## src/rtl/decode_stage_if.sv

```systemverilog
// Handshake and decoded-field bundle between fetch, decode_stage and ALU/branch.
// Latency: none (wires only).
// Backpressure: carries in_valid/in_ready upstream and out_valid/out_ready downstream.
// Ports: in_valid/in_ready/in_instr, flush, out_valid/out_ready, decoded
//        fields (op1, op2, aluop, imm, shift, illegal) and illegal_cnt.
interface decode_stage_if #(
  parameter int IW   = 16,
  parameter int RW   = 3,
  parameter int IMMW = 8,
  parameter int CNTW = 8
);
  logic            in_valid;
  logic            in_ready;
  logic [IW-1:0]   in_instr;
  logic            flush;
  logic            out_valid;
  logic            out_ready;
  logic [RW-1:0]   out_op1;
  logic [RW-1:0]   out_op2;
  logic [4:0]      out_aluop;
  logic [IMMW-1:0] out_imm;
  logic            out_shift;
  logic            out_illegal;
  logic [CNTW-1:0] illegal_cnt;

  // Environment side: fetch upstream plus the consuming unit downstream.
  modport master (
    output in_valid, in_instr, flush, out_ready,
    input  in_ready, out_valid, out_op1, out_op2, out_aluop, out_imm,
           out_shift, out_illegal, illegal_cnt
  );

  // Decode stage side.
  modport slave (
    input  in_valid, in_instr, flush, out_ready,
    output in_ready, out_valid, out_op1, out_op2, out_aluop, out_imm,
           out_shift, out_illegal, illegal_cnt
  );
endinterface

```

## src/rtl/decode_stage.sv

```systemverilog
// Registered instruction decode with illegal-opcode flag and saturating illegal counter.
// Latency: 1 cycle (word accepted at edge N is presented from edge N).
// Backpressure: 2-entry main+skid buffer, in_ready registered; flush empties both entries.
// Ports: clk, rst_n (async active-low), io (decode_stage_if.slave) carrying the
//        upstream word handshake, flush, downstream decoded-entry handshake and illegal_cnt.
module decode_stage #(
  parameter int IW   = 16,
  parameter int RW   = 3,
  parameter int IMMW = 8,
  parameter int CNTW = 8
) (
  input  logic          clk,
  input  logic          rst_n,
  decode_stage_if.slave io
);

  localparam int OPW = IW - 1 - 2*RW;     // register-format opcode width
  localparam int SW  = IW - 1 - RW - IMMW; // immediate-format sub-op width

  typedef struct packed {
    logic            illegal;
    logic            shift;
    logic [4:0]      aluop;
    logic [RW-1:0]   op1;
    logic [RW-1:0]   op2;
    logic [IMMW-1:0] imm;
  } dec_t;

  typedef enum logic [1:0] {EMPTY, ONE, TWO} state_t;

  state_t          state_q, state_d;
  dec_t            main_q, main_d;
  dec_t            skid_q, skid_d;
  dec_t            dec;
  logic            in_ready_q;
  logic [CNTW-1:0] cnt_q;
  logic            accept;

  logic [OPW-1:0]  opc;
  logic [SW-1:0]   sub;
  logic [31:0]     opc_w;
  logic [31:0]     sub_w;

  assign opc   = io.in_instr[IW-2:2*RW];
  assign sub   = io.in_instr[IW-2:RW+IMMW];
  assign opc_w = 32'(opc);
  assign sub_w = 32'(sub);

  // Combinational decode of the word currently on in_instr.
  // Register opcodes 7 and 17 are holes in the map, so each legal range
  // is shifted down by the number of holes below it.
  always_comb begin
    dec = '0;
    if (!io.in_instr[IW-1]) begin
      dec.illegal = 1'b0;
      if (opc_w <= 32'd6) begin
        dec.aluop = opc_w[4:0];
      end else if (opc_w >= 32'd8 && opc_w <= 32'd16) begin
        dec.aluop = 5'(opc_w - 32'd1);
      end else if (opc_w >= 32'd18 && opc_w <= 32'd20) begin
        dec.aluop = 5'(opc_w - 32'd2);
      end else begin
        dec.illegal = 1'b1;
      end
      if (!dec.illegal) begin
        dec.op1 = io.in_instr[2*RW-1:RW];
        dec.op2 = io.in_instr[RW-1:0];
      end
    end else begin
      if (sub_w <= 32'd11) begin
        dec.aluop = 5'(sub_w + 32'd19);
        dec.op1   = io.in_instr[RW+IMMW-1:IMMW];
        dec.imm   = io.in_instr[IMMW-1:0];
      end else begin
        dec.illegal = 1'b1;
      end
    end
    // Illegal words leave every field at zero, so shift is only set for legal ones.
    dec.shift = !dec.illegal && (dec.aluop >= 5'd8) && (dec.aluop <= 5'd13);
  end

  assign accept = io.in_valid & in_ready_q;

  // Next-state and buffer steering. Flush wins over every other event.
  always_comb begin
    state_d = state_q;
    main_d  = main_q;
    skid_d  = skid_q;
    if (io.flush) begin
      state_d = EMPTY;
    end else begin
      case (state_q)
        EMPTY: begin
          if (accept) begin
            state_d = ONE;
            main_d  = dec;
          end
        end
        ONE: begin
          if (accept && io.out_ready) begin
            main_d = dec;
          end else if (accept) begin
            state_d = TWO;
            skid_d  = dec;
          end else if (io.out_ready) begin
            state_d = EMPTY;
          end
        end
        TWO: begin
          // in_ready is low here, so nothing new can arrive this cycle.
          if (io.out_ready) begin
            state_d = ONE;
            main_d  = skid_q;
          end
        end
        default: state_d = EMPTY;
      endcase
    end
  end

  always_ff @(posedge clk or negedge rst_n) begin
    if (!rst_n) begin
      state_q    <= EMPTY;
      main_q     <= '0;
      skid_q     <= '0;
      in_ready_q <= 1'b1;
      cnt_q      <= '0;
    end else begin
      state_q    <= state_d;
      main_q     <= main_d;
      skid_q     <= skid_d;
      // Ready is a flop: it drops only once both entries are occupied.
      in_ready_q <= (state_d != TWO);
      if (accept && !io.flush && dec.illegal && (cnt_q != {CNTW{1'b1}})) begin
        cnt_q <= cnt_q + 1'b1;
      end
    end
  end

  assign io.in_ready    = in_ready_q;
  assign io.out_valid   = (state_q != EMPTY);
  assign io.out_op1     = main_q.op1;
  assign io.out_op2     = main_q.op2;
  assign io.out_aluop   = main_q.aluop;
  assign io.out_imm     = main_q.imm;
  assign io.out_shift   = main_q.shift;
  assign io.out_illegal = main_q.illegal;
  assign io.illegal_cnt = cnt_q;

endmodule
```

## src/flat_wrapper.sv

```systemverilog
// flat-port wrapper written by rule: the top's interface ports become plain ports
module decode_stage_flat 
#(
  parameter int IW   = 16,
  parameter int RW   = 3,
  parameter int IMMW = 8,
  parameter int CNTW = 8
)
  (clk, rst_n, io_in_valid, io_in_instr, io_flush, io_out_ready, io_in_ready, io_out_valid, io_out_op1, io_out_op2, io_out_aluop, io_out_imm, io_out_shift, io_out_illegal, io_illegal_cnt);
  decode_stage_if #(.IW(IW), .RW(RW), .IMMW(IMMW), .CNTW(CNTW)) io_i ();
  input  logic clk;
  input  logic rst_n;
  input wire logic [$bits(io_i.in_valid)-1:0] io_in_valid;
  input wire logic [$bits(io_i.in_instr)-1:0] io_in_instr;
  input wire logic [$bits(io_i.flush)-1:0] io_flush;
  input wire logic [$bits(io_i.out_ready)-1:0] io_out_ready;
  output wire logic [$bits(io_i.in_ready)-1:0] io_in_ready;
  output wire logic [$bits(io_i.out_valid)-1:0] io_out_valid;
  output wire logic [$bits(io_i.out_op1)-1:0] io_out_op1;
  output wire logic [$bits(io_i.out_op2)-1:0] io_out_op2;
  output wire logic [$bits(io_i.out_aluop)-1:0] io_out_aluop;
  output wire logic [$bits(io_i.out_imm)-1:0] io_out_imm;
  output wire logic [$bits(io_i.out_shift)-1:0] io_out_shift;
  output wire logic [$bits(io_i.out_illegal)-1:0] io_out_illegal;
  output wire logic [$bits(io_i.illegal_cnt)-1:0] io_illegal_cnt;
  assign io_i.in_valid = io_in_valid;
  assign io_i.in_instr = io_in_instr;
  assign io_i.flush = io_flush;
  assign io_i.out_ready = io_out_ready;
  assign io_in_ready = io_i.in_ready;
  assign io_out_valid = io_i.out_valid;
  assign io_out_op1 = io_i.out_op1;
  assign io_out_op2 = io_i.out_op2;
  assign io_out_aluop = io_i.out_aluop;
  assign io_out_imm = io_i.out_imm;
  assign io_out_shift = io_i.out_shift;
  assign io_out_illegal = io_i.out_illegal;
  assign io_illegal_cnt = io_i.illegal_cnt;
  decode_stage #(.IW(IW), .RW(RW), .IMMW(IMMW), .CNTW(CNTW)) u_core (.clk(clk), .rst_n(rst_n), .io(io_i));
endmodule
```

## config.mk

```make
export PLATFORM = sky130hd
export DESIGN_NAME = decode_stage_flat
export DESIGN_NICKNAME = d
export VERILOG_FILES = /design/src/rtl/decode_stage_if.sv /design/src/rtl/decode_stage.sv /design/src/flat_wrapper.sv
export SDC_FILE = /design/constraint.sdc
export NUM_CORES = 1
export LEC_CHECK = 0
export ABC_AREA = 1
export BUFFER_PORTS_ARGS = -buffer_cell sky130_fd_sc_hd__buf_2
export CELL_PAD_IN_SITES_DETAIL_PLACEMENT = 1
export CELL_PAD_IN_SITES_GLOBAL_PLACEMENT = 1
export CORE_MARGIN = 3
export CORE_UTILIZATION = 44
export CTS_BUF_LIST = sky130_fd_sc_hd__clkbuf_16
export DETAILED_ROUTE_END_ITERATION = 12
export GPL_TIMING_DRIVEN = 0
export PLACE_DENSITY_LB_ADDON = 0.25
export SYNTH_ARGS = -nofsm -noshare
export SYNTH_HDL_FRONTEND = slang
export SYNTH_SLANG_ARGS = --single-unit
```

## constraint.sdc

```tcl
create_clock -name clk -period 5.33 [get_ports clk]
set_clock_uncertainty 0.2 [all_clocks]
set_input_delay 1.066 -clock clk [delete_from_list [all_inputs] [get_ports clk]]
set_output_delay 1.066 -clock clk [all_outputs]
set_load 0.01 [all_outputs]
```

==> results of run 1 <==
==> worst min-delay path by stage <==
stage,slack [ns],end,cells after the start
floorplan,0.24,u_core.skid_q[11]$_DFFE_PN0P_,2
global placement,0.26,u_core.io.out_op2[1]$_DFFE_PN0P_,2
detailed placement,0.26,u_core.io.out_op2[0]$_DFFE_PN0P_,2
CTS,0.28,u_core.io.out_op2[0]$_DFFE_PN0P_,2
global route,0.32,u_core.io.out_shift$_DFFE_PN0P_,2
finish,0.28,u_core.io.out_op2[0]$_DFFE_PN0P_,2
==> metrics by stage <==
| step | hold WS (ns) | total power, uW | utilization, % | area (sq um) | setup slack, ns |
|---|---|---|---|---|---|
| after floorplan | 0.2440 | 704.5 | - | 3115 | 2.499 |
| final | 0.2755 | 1141 | 53.22 | 3636 | 2.304 |
| after global placement | 0.2587 | 797.9 | 51.03 | 3486 | 2.057 |
| after global routing | 0.3154 | 1213 | 53.22 | 3636 | 2.103 |
| after detailed placement | 0.2621 | 814.8 | 51.03 | 3486 | 1.984 |
| after CTS | 0.2813 | 1152 | 53.22 | 3636 | 2.295 |
==> metal layers <==
| layer | track usage, % | wire length (microns) |
|---|---|---|
| met2 | 37.21 | 4268 |
| met5 | 0 | 0 |
| met4 | 7.015 | 108 |
| met3 | 3.013 | 297 |
| met1 | 27.48 | 3752 |
==> layout make-up <==
| class | instances | area (sq um) |
|---|---|---|
| Buffer | 14 | 60.06 |
| Clock inverter | 3 | 25.02 |
| Sequential cell | 53 | 1328 |
| Timing Repair Buffer | 50 | 250.2 |
| Inverter | 59 | 231.5 |
| Clock buffer | 5 | 125.1 |
| Multi-Input combinational cell | 284 | 1496 |
| Fill cell | 907 | 3196 |
| Tap cell | 96 | 120.1 |
==> power by group through the flow <==
stage	sequential [uW]	clock [uW]	combinational [uW]
floorplan	556	0	148
global placement	538	0	260
detailed placement	543	0	271
CTS	536	339	277
global route	548	356	309
finish	535	334	272
==> synthesized netlist by cell type, types with 3 or more instances <==
| cell | count | share of area (%) |
|---|---|---|
| a21oi_1 | 20 | 3.2 |
| clkbuf_1 | 13 | 1.6 |
| dfrtp_1 | 52 | 42 |
| ha_1 | 9 | 3.6 |
| inv_1 | 53 | 6.4 |
| inv_2 | 4 | 0.48 |
| nand2_1 | 112 | 13 |
| nand2_4 | 8 | 2.9 |
| nand3_1 | 16 | 2.6 |
| nor2_1 | 39 | 4.7 |
| nor2_2 | 4 | 0.80 |
| o21ai_0 | 41 | 6.6 |
| o21ai_1 | 4 | 0.64 |
| o22ai_1 | 3 | 0.60 |
| xor2_1 | 7 | 2.0 |
==> logic make-up (layout without fill, tap and decap cells) <==
family	after synthesis	in the layout	share of synthesized area (%)
simple gates	192	192	28.31
fa+ha+maj	9	9	3.615
flops	53	53	42.61
compound gates	72	72	12.29
xor+xnor	11	11	3.815
buf+inv	73	131	9.357
==> tightest hold or removal path, delay by kind of cell, from the launching register on <==
kind | cells | cell delay (ns)
DFF | 1 | 0.34
and+or+nand+nor | 2 | 0.10
==> state kept, by name, summed over array words and instances (netlist names) <==
register / count
u_core.io.out_imm: 8
u_core.io.in_ready: 1
u_core.io.out_shift: 1
u_core.io.illegal_cnt: 8
u_core.io.out_op1: 3
u_core.state_q: 2
u_core.io.out_op2: 3
u_core.skid_q: 21
u_core.io.out_aluop: 5
u_core.io.out_illegal: 1
==> metrics.md, run 1 <==
| Metric | Value |
|---|---|
| Status | `finished clean` |
| Synth Flop Type | `dfrtp_1` |
| Synthesis-to-layout area growth | `16.71%` |
| Ys async rst share | `100.0%` |
| CTS buffer count | `5` |
| Switching Share | `32.73%` |
| Number of flops mapped to enable cells by yosys | `0` |
| Setup_tns | `0 ns` |
| Reg2reg setup slack | `3.00 ns` |
| WP data arrival | `3.01 ns` |
| Clk slew on worst S/H paths | `0.07 ns` |
| First-pass GRT wire length | `14100 microns` |
| Int Power | `767.6 uW` |
| Post-CTS sizing | `0` |
| Initial antenna violation count | `0` |
| Share of cells above drive strength 1 | `19.02%` |
| Most used cell, CP | `nand2_1` |
| Number of cells on the critical path | `18` |
| Mapped Nets | `440` |
| Vias in the first global route | `3009` |
| CP Launch Point | `io_in_instr[11]` |
| Hold Crit Class | `flop to flop` |
| Final Non-Filler Cells | `564` |
| Avg Vias per Cell | `5.032` |
| #FFs+latches synth | `53` |
| Die area | `8126 sq um` |
| Crit Reg-Reg Endpoint | `u_core.io.out_op1[0]$_DFFE_PN0P_` |
| CP startpoint kind | `primary input` |
| Post-CTS Setup Inserts | `0` |
| CP peak stage delay | `0.26 ns` |
| Period minus WS final | `3.026 ns` |
| Clock Sink Count | `53` |
| Max VDD drop | `0.1910 mV` |
| Detailed Place HPWL | `6304 microns` |
| WS Path Type | `primary input to flop` |
| Hold Startpoint | `u_core.io.out_op2[0]$_DFFE_PN0P_` |
| Worst EP required | `5.31 ns` |
| IO Port Bufs | `50` |
| Detail Route Antenna Nets | `0` |
| # diodes | `0` |
| Clock share of power | `29.2%` |
| Initial Utilization | `45.60%` |
| CTS tree | `done` |
| CP delay by family, top | `simple AND/OR/NAND/NOR gates` |
| RSZ-0062 raised after global routing | `false` |
| Die X | `90.15 microns` |
| Combinational fraction of design power | `23.9%` |
| Placed Cells | `556` |
| Remaining DRCs | `0` |
| FF-to-FF path depth | `9` |
| Unique masters post-synth | `36` |
| Critical Path, Cell by Cell | `buf_2 -> inv_1 -> ha_1 -> inv_1 -> nor3_2 -> nand3_1 -> nand2_1 -> nand2_1 -> inv_2 -> nand3_1 -> nand2_1 -> nand2_1 -> nand2_1 -> nand2_1 -> nand2_1 -> nand2_1 -> nand2_1 -> nand2_1` |
| Actual slew at the worst max-slew pin | `1.184 ns` |
| Max Freq | `330.4 MHz` |
| # H-tree levels | `2` |
| WP buf/inv | `4` |
| Slew Limit Fails | `0` |
| Row cnt | `30` |
| Relative slew slack | `21.05%` |
| Drt pass-1 iters | `4` |
| Switching power | `373.5 uW` |
| Routed vias | `2838` |
| Leak | `0.001978 uW` |
| Drt total wl | `8427 microns` |
| IO Pins | `52` |
| Average cell area after synthesis | `7.599 sq um` |
| Total global-route track usage | `21.43%` |
| Max clock buf depth | `2` |
| CP max-delay cell | `nor3_2` |
| Most frequent cells in the layout | `nand2_1 (112), inv_1 (53), dfrtp_1 (52), buf_2 (50), o21ai_0 (41)` |
| End of the critical path | `u_core.io.out_shift$_DFFE_PN0P_` |
| Power share of the sequential group | `46.9%` |
| Clk_lat worst skew | `0.29 ns` |
| Total gr overflow | `0` |
| Syn Inst Count | `410` |
| Chip height | `90.15 microns` |
| Setup crit end kind | `flop` |
| PD cells | `313.9 nW/um^2` |
| Worst r2r src | `u_core.io.in_ready$_DFF_PN1_` |
| Root Buffer | `clkbuf_16` |
| Final period utilization | `56.78%` |
| Max Cap Viol | `0` |
| Sequential fraction of the synthesis area | `42.61%` |
| # hold bufs at CTS | `0` |
| CP max FO | `4` |
| Largest net degree at the start of global routing | `54` |
| Final Hold Vio Count | `0` |
| Count of final setup violators | `0` |
| Wire length per cell | `14.94 microns` |
| Core Region | `6832 sq um` |
| Most common cell after layout, fill and taps aside | `nand2_1` |
| Gp weighted congestion | `0.8642` |
| Ys Warns | `0` |
| Post-Syn Area | `3115 sq um` |
| Starting DRT DRC Count | `73` |
| Layout Nets | `497` |
(Power assumes the default switching activity.)
==> inputs of run 2 (changes only) <==
--- a/config.mk
+++ b/config.mk
@@ -10,7 +10,7 @@
 export CELL_PAD_IN_SITES_DETAIL_PLACEMENT = 1
 export CELL_PAD_IN_SITES_GLOBAL_PLACEMENT = 1
 export CORE_MARGIN = 3
-export CORE_UTILIZATION = 44
+export CORE_UTILIZATION = 41
 export CTS_BUF_LIST = sky130_fd_sc_hd__clkbuf_16
 export DETAILED_ROUTE_END_ITERATION = 12
 export GPL_TIMING_DRIVEN = 0
==> constraint.sdc (replaced) <==
create_clock -name clk -period 3 [get_ports clk]
set_clock_uncertainty 0.2 [all_clocks]
set_input_delay 0.6 -clock clk [delete_from_list [all_inputs] [get_ports clk]]
set_output_delay 0.6 -clock clk [all_outputs]
set_load 0.01 [all_outputs]
==> run 2 against run 1 <==
  * Sequential share of layout area shrank 0.20 points
  * Count of clock-buffer cells in the layout is the same
  * Sequential power grew 78%
  * Wire length grew 3.5%
  * Clock power grew 98%
  * Non-clock buffer count is the same
  * Critical path depth is the same
  * Critical endpoint unchanged
==> metrics.md, run 2 (synthesized netlist as in run 1, its figures left out) <==
| Metric | Value |
|---|---|
| Actual slew at the worst max-slew pin | `1.196 ns (+0.01212 ns)` |
| Max clock buf depth | `2 (unchanged)` |
| Row cnt | `31 (+3.3%)` |
| FF-to-FF path depth | `9 (unchanged)` |
| Status | `finished clean` |
| Die area | `8681 sq um (+6.8%)` |
| Final Hold Vio Count | `0 (unchanged)` |
| Final period utilization | `84.95%` |
| Chip height | `93.17 microns (+3.4%)` |
| Max Cap Viol | `0 (unchanged)` |
| Most frequent cells in the layout | `nand2_1 (112), inv_1 (53), dfrtp_1 (52), buf_2 (50), o21ai_0 (41)` |
| WS Path Type | `primary input to flop` |
| Remaining DRCs | `0 (unchanged)` |
| CP delay by family, top | `simple AND/OR/NAND/NOR gates` |
| Vias in the first global route | `3099 (+3.0%)` |
| IO Port Bufs | `50 (unchanged)` |
| Place WS | `0.1713 ns (-1.812 ns)` |
| Share of cells above drive strength 1 | `18.80% (-0.21 points)` |
| Layout Nets | `497 (unchanged)` |
| Count of final setup violators | `0 (unchanged)` |
| CTS buffer count | `5 (unchanged)` |
| Placed Instance Area | `3490 sq um (+0.11%)` |
| # hold bufs at CTS | `0 (unchanged)` |
| WP buf/inv | `4 (unchanged)` |
| Initial antenna violation count | `0 (unchanged)` |
| Slew Limit Fails | `0 (unchanged)` |
| Post-CTS Setup Inserts | `0 (unchanged)` |
| Starting DRT DRC Count | `92 (+26%)` |
| Worst EP required | `2.99 ns (-2.32 ns)` |
| Total gr overflow | `0 (unchanged)` |
| Largest register by flop count | `u_core.skid_q` |
| Root Buffer | `clkbuf_16` |
| Number of cells on the critical path | `18 (unchanged)` |
| # diodes | `0 (unchanged)` |
| Hold_ws | `0.2808 ns (+0.005291 ns)` |
| PD cells | `573.6 nW/um^2 (+83%)` |
| CTS tree | `done` |
| Setup crit end kind | `flop` |
| Clock Sink Count | `53 (unchanged)` |
| Gp weighted congestion | `0.7888 (-8.7%)` |
| CP startpoint kind | `primary input` |
| Hold Crit Class | `flop to flop` |
| Final setup margin | `0.4516 ns (-1.852 ns)` |
| Crit Reg-Reg Endpoint | `u_core.io.out_aluop[4]$_DFFE_PN0P_` |
| Setup_tns | `0 ns (unchanged)` |
| Initial Utilization | `42.50% (-3.1 points)` |
| RSZ-0062 raised after global routing | `false` |
| Drt pass-1 iters | `4 (unchanged)` |
| Leak | `0.001985 uW (+0.34%)` |
| Total global-route track usage | `21.14% (-0.29 points)` |
| First-pass GRT wire length | `14500 microns (+2.8%)` |
| Largest net degree at the start of global routing | `54 (unchanged)` |
| # H-tree levels | `2 (unchanged)` |
| Post-CTS sizing | `0 (unchanged)` |
| Worst r2r src | `u_core.io.in_ready$_DFF_PN1_` |
| Critical Path, Cell by Cell | `buf_2 -> inv_1 -> ha_1 -> inv_1 -> nor3_2 -> nand3_1 -> nand2_1 -> nand2_1 -> inv_2 -> nand3_1 -> nand2_1 -> nand2_1 -> nand2_1 -> nand2_1 -> nand2_1 -> nand2_1 -> nand2_1 -> nand2_1` |
| Largest register FFs | `21 (unchanged)` |
| Hold endpoint | `u_core.io.out_op2[0]$_DFFE_PN0P_` |
| Clk slew on worst S/H paths | `0.07 ns (about the same)` |
| Hold Path Cell Cnt | `2 (unchanged)` |
| Most used cell, CP | `nand2_1` |
| Hold Startpoint | `u_core.io.out_op2[0]$_DFFE_PN0P_` |
| Period minus WS final | `2.548 ns` |
| Most common cell after layout, fill and taps aside | `nand2_1` |
| CP max-delay cell | `nor3_2` |
| Wire length per cell | `15.39 microns (+3.0%)` |
| Detailed Place HPWL | `6260 microns (-0.70%)` |
| Core Region | `7331 sq um (+7.3%)` |
| Drt total wl | `8725 microns (+3.5%)` |
| CP max FO | `4 (unchanged)` |
| CP peak stage delay | `0.22 ns (-0.04 ns)` |
| Max VDD drop | `0.3595 mV (+88%)` |
| Avg Vias per Cell | `5.058 (+0.52%)` |
| Relative slew slack | `20.24% (-0.81 points)` |
| Clk_lat worst skew | `0.30 ns (about the same)` |
| Final Cell Area | `3656 sq um (+0.55%)` |
| Reg2reg setup slack | `0.56 ns (-2.44 ns)` |
| WP data arrival | `2.53 ns (-0.48 ns)` |
| Detail Route Antenna Nets | `0 (unchanged)` |
| Tot Pwr | `2097 uW (+84%)` |
| Max Freq | `392.4 MHz` |
| Synthesis-to-layout area growth | `17.35%` |
| Die X | `93.17 microns (+3.4%)` |
| Routed vias | `2868 (+1.1%)` |
| IO Pins | `52 (unchanged)` |
run 2: cell types whose count changed in the layout (fill, tap and decap cells not counted):
cell / delta
inv_6: -2
bufinv_16: +1
clkinv_1: +1
run 2: report_power, final:
group | total, uW | leakage [uW] | internal, uW | switching (uW)
combinational | 483 | 0.00123 | 184 | 299
sequential | 954 | 0.000680 | 865 | 89.8
clock | 660 | 0.0000775 | 391 | 268
run 2: layout make-up:
cell class                 instances  area, sq um
timing repair buffer              50        250.2
multi-input combinational        284         1496
buffer                            14        60.06
clock buffer                       5        125.1
tap                               99        123.9
inverter                          59        231.5
fill                             953         3675
sequential                        53         1328
clock inverter                     3        41.29
run 2: worst max path at each step:
stage                         start                              endpoint
global route        io_in_instr[11]       u_core.io.out_shift$_DFFE_PN0P_
CTS                 io_in_instr[11]       u_core.io.out_shift$_DFFE_PN0P_
detailed placement  io_in_instr[11]       u_core.io.out_shift$_DFFE_PN0P_
global placement     io_in_instr[7]  u_core.io.illegal_cnt[5]$_DFFE_PN0P_
finish              io_in_instr[11]       u_core.io.out_shift$_DFFE_PN0P_
floorplan            io_in_instr[7]  u_core.io.illegal_cnt[5]$_DFFE_PN0P_
run 2: through the flow:
step	cells	util, %
after floorplan	410	-
after global placement	559	47.60
after detailed placement	559	47.60
after CTS	567	49.87
after global routing	567	49.87
final	567	49.87
run 2: worst min-delay path: stages, from the launching register on:
cell,delay [ns]
dfrtp_1,0.34
nand2_1,0.06
nand2_1,0.05
run 2: layer usage:
metal | global-route usage, % | vias to the layer above | wire (microns)
met1 | 26.84 | 1395 | 3937
met4 | 7.692 | 0 | 211
met5 | 0 | - | 0
met3 | 3.298 | 18 | 283
li1 | - | 1399 | -
met2 | 36.35 | 56 | 4293
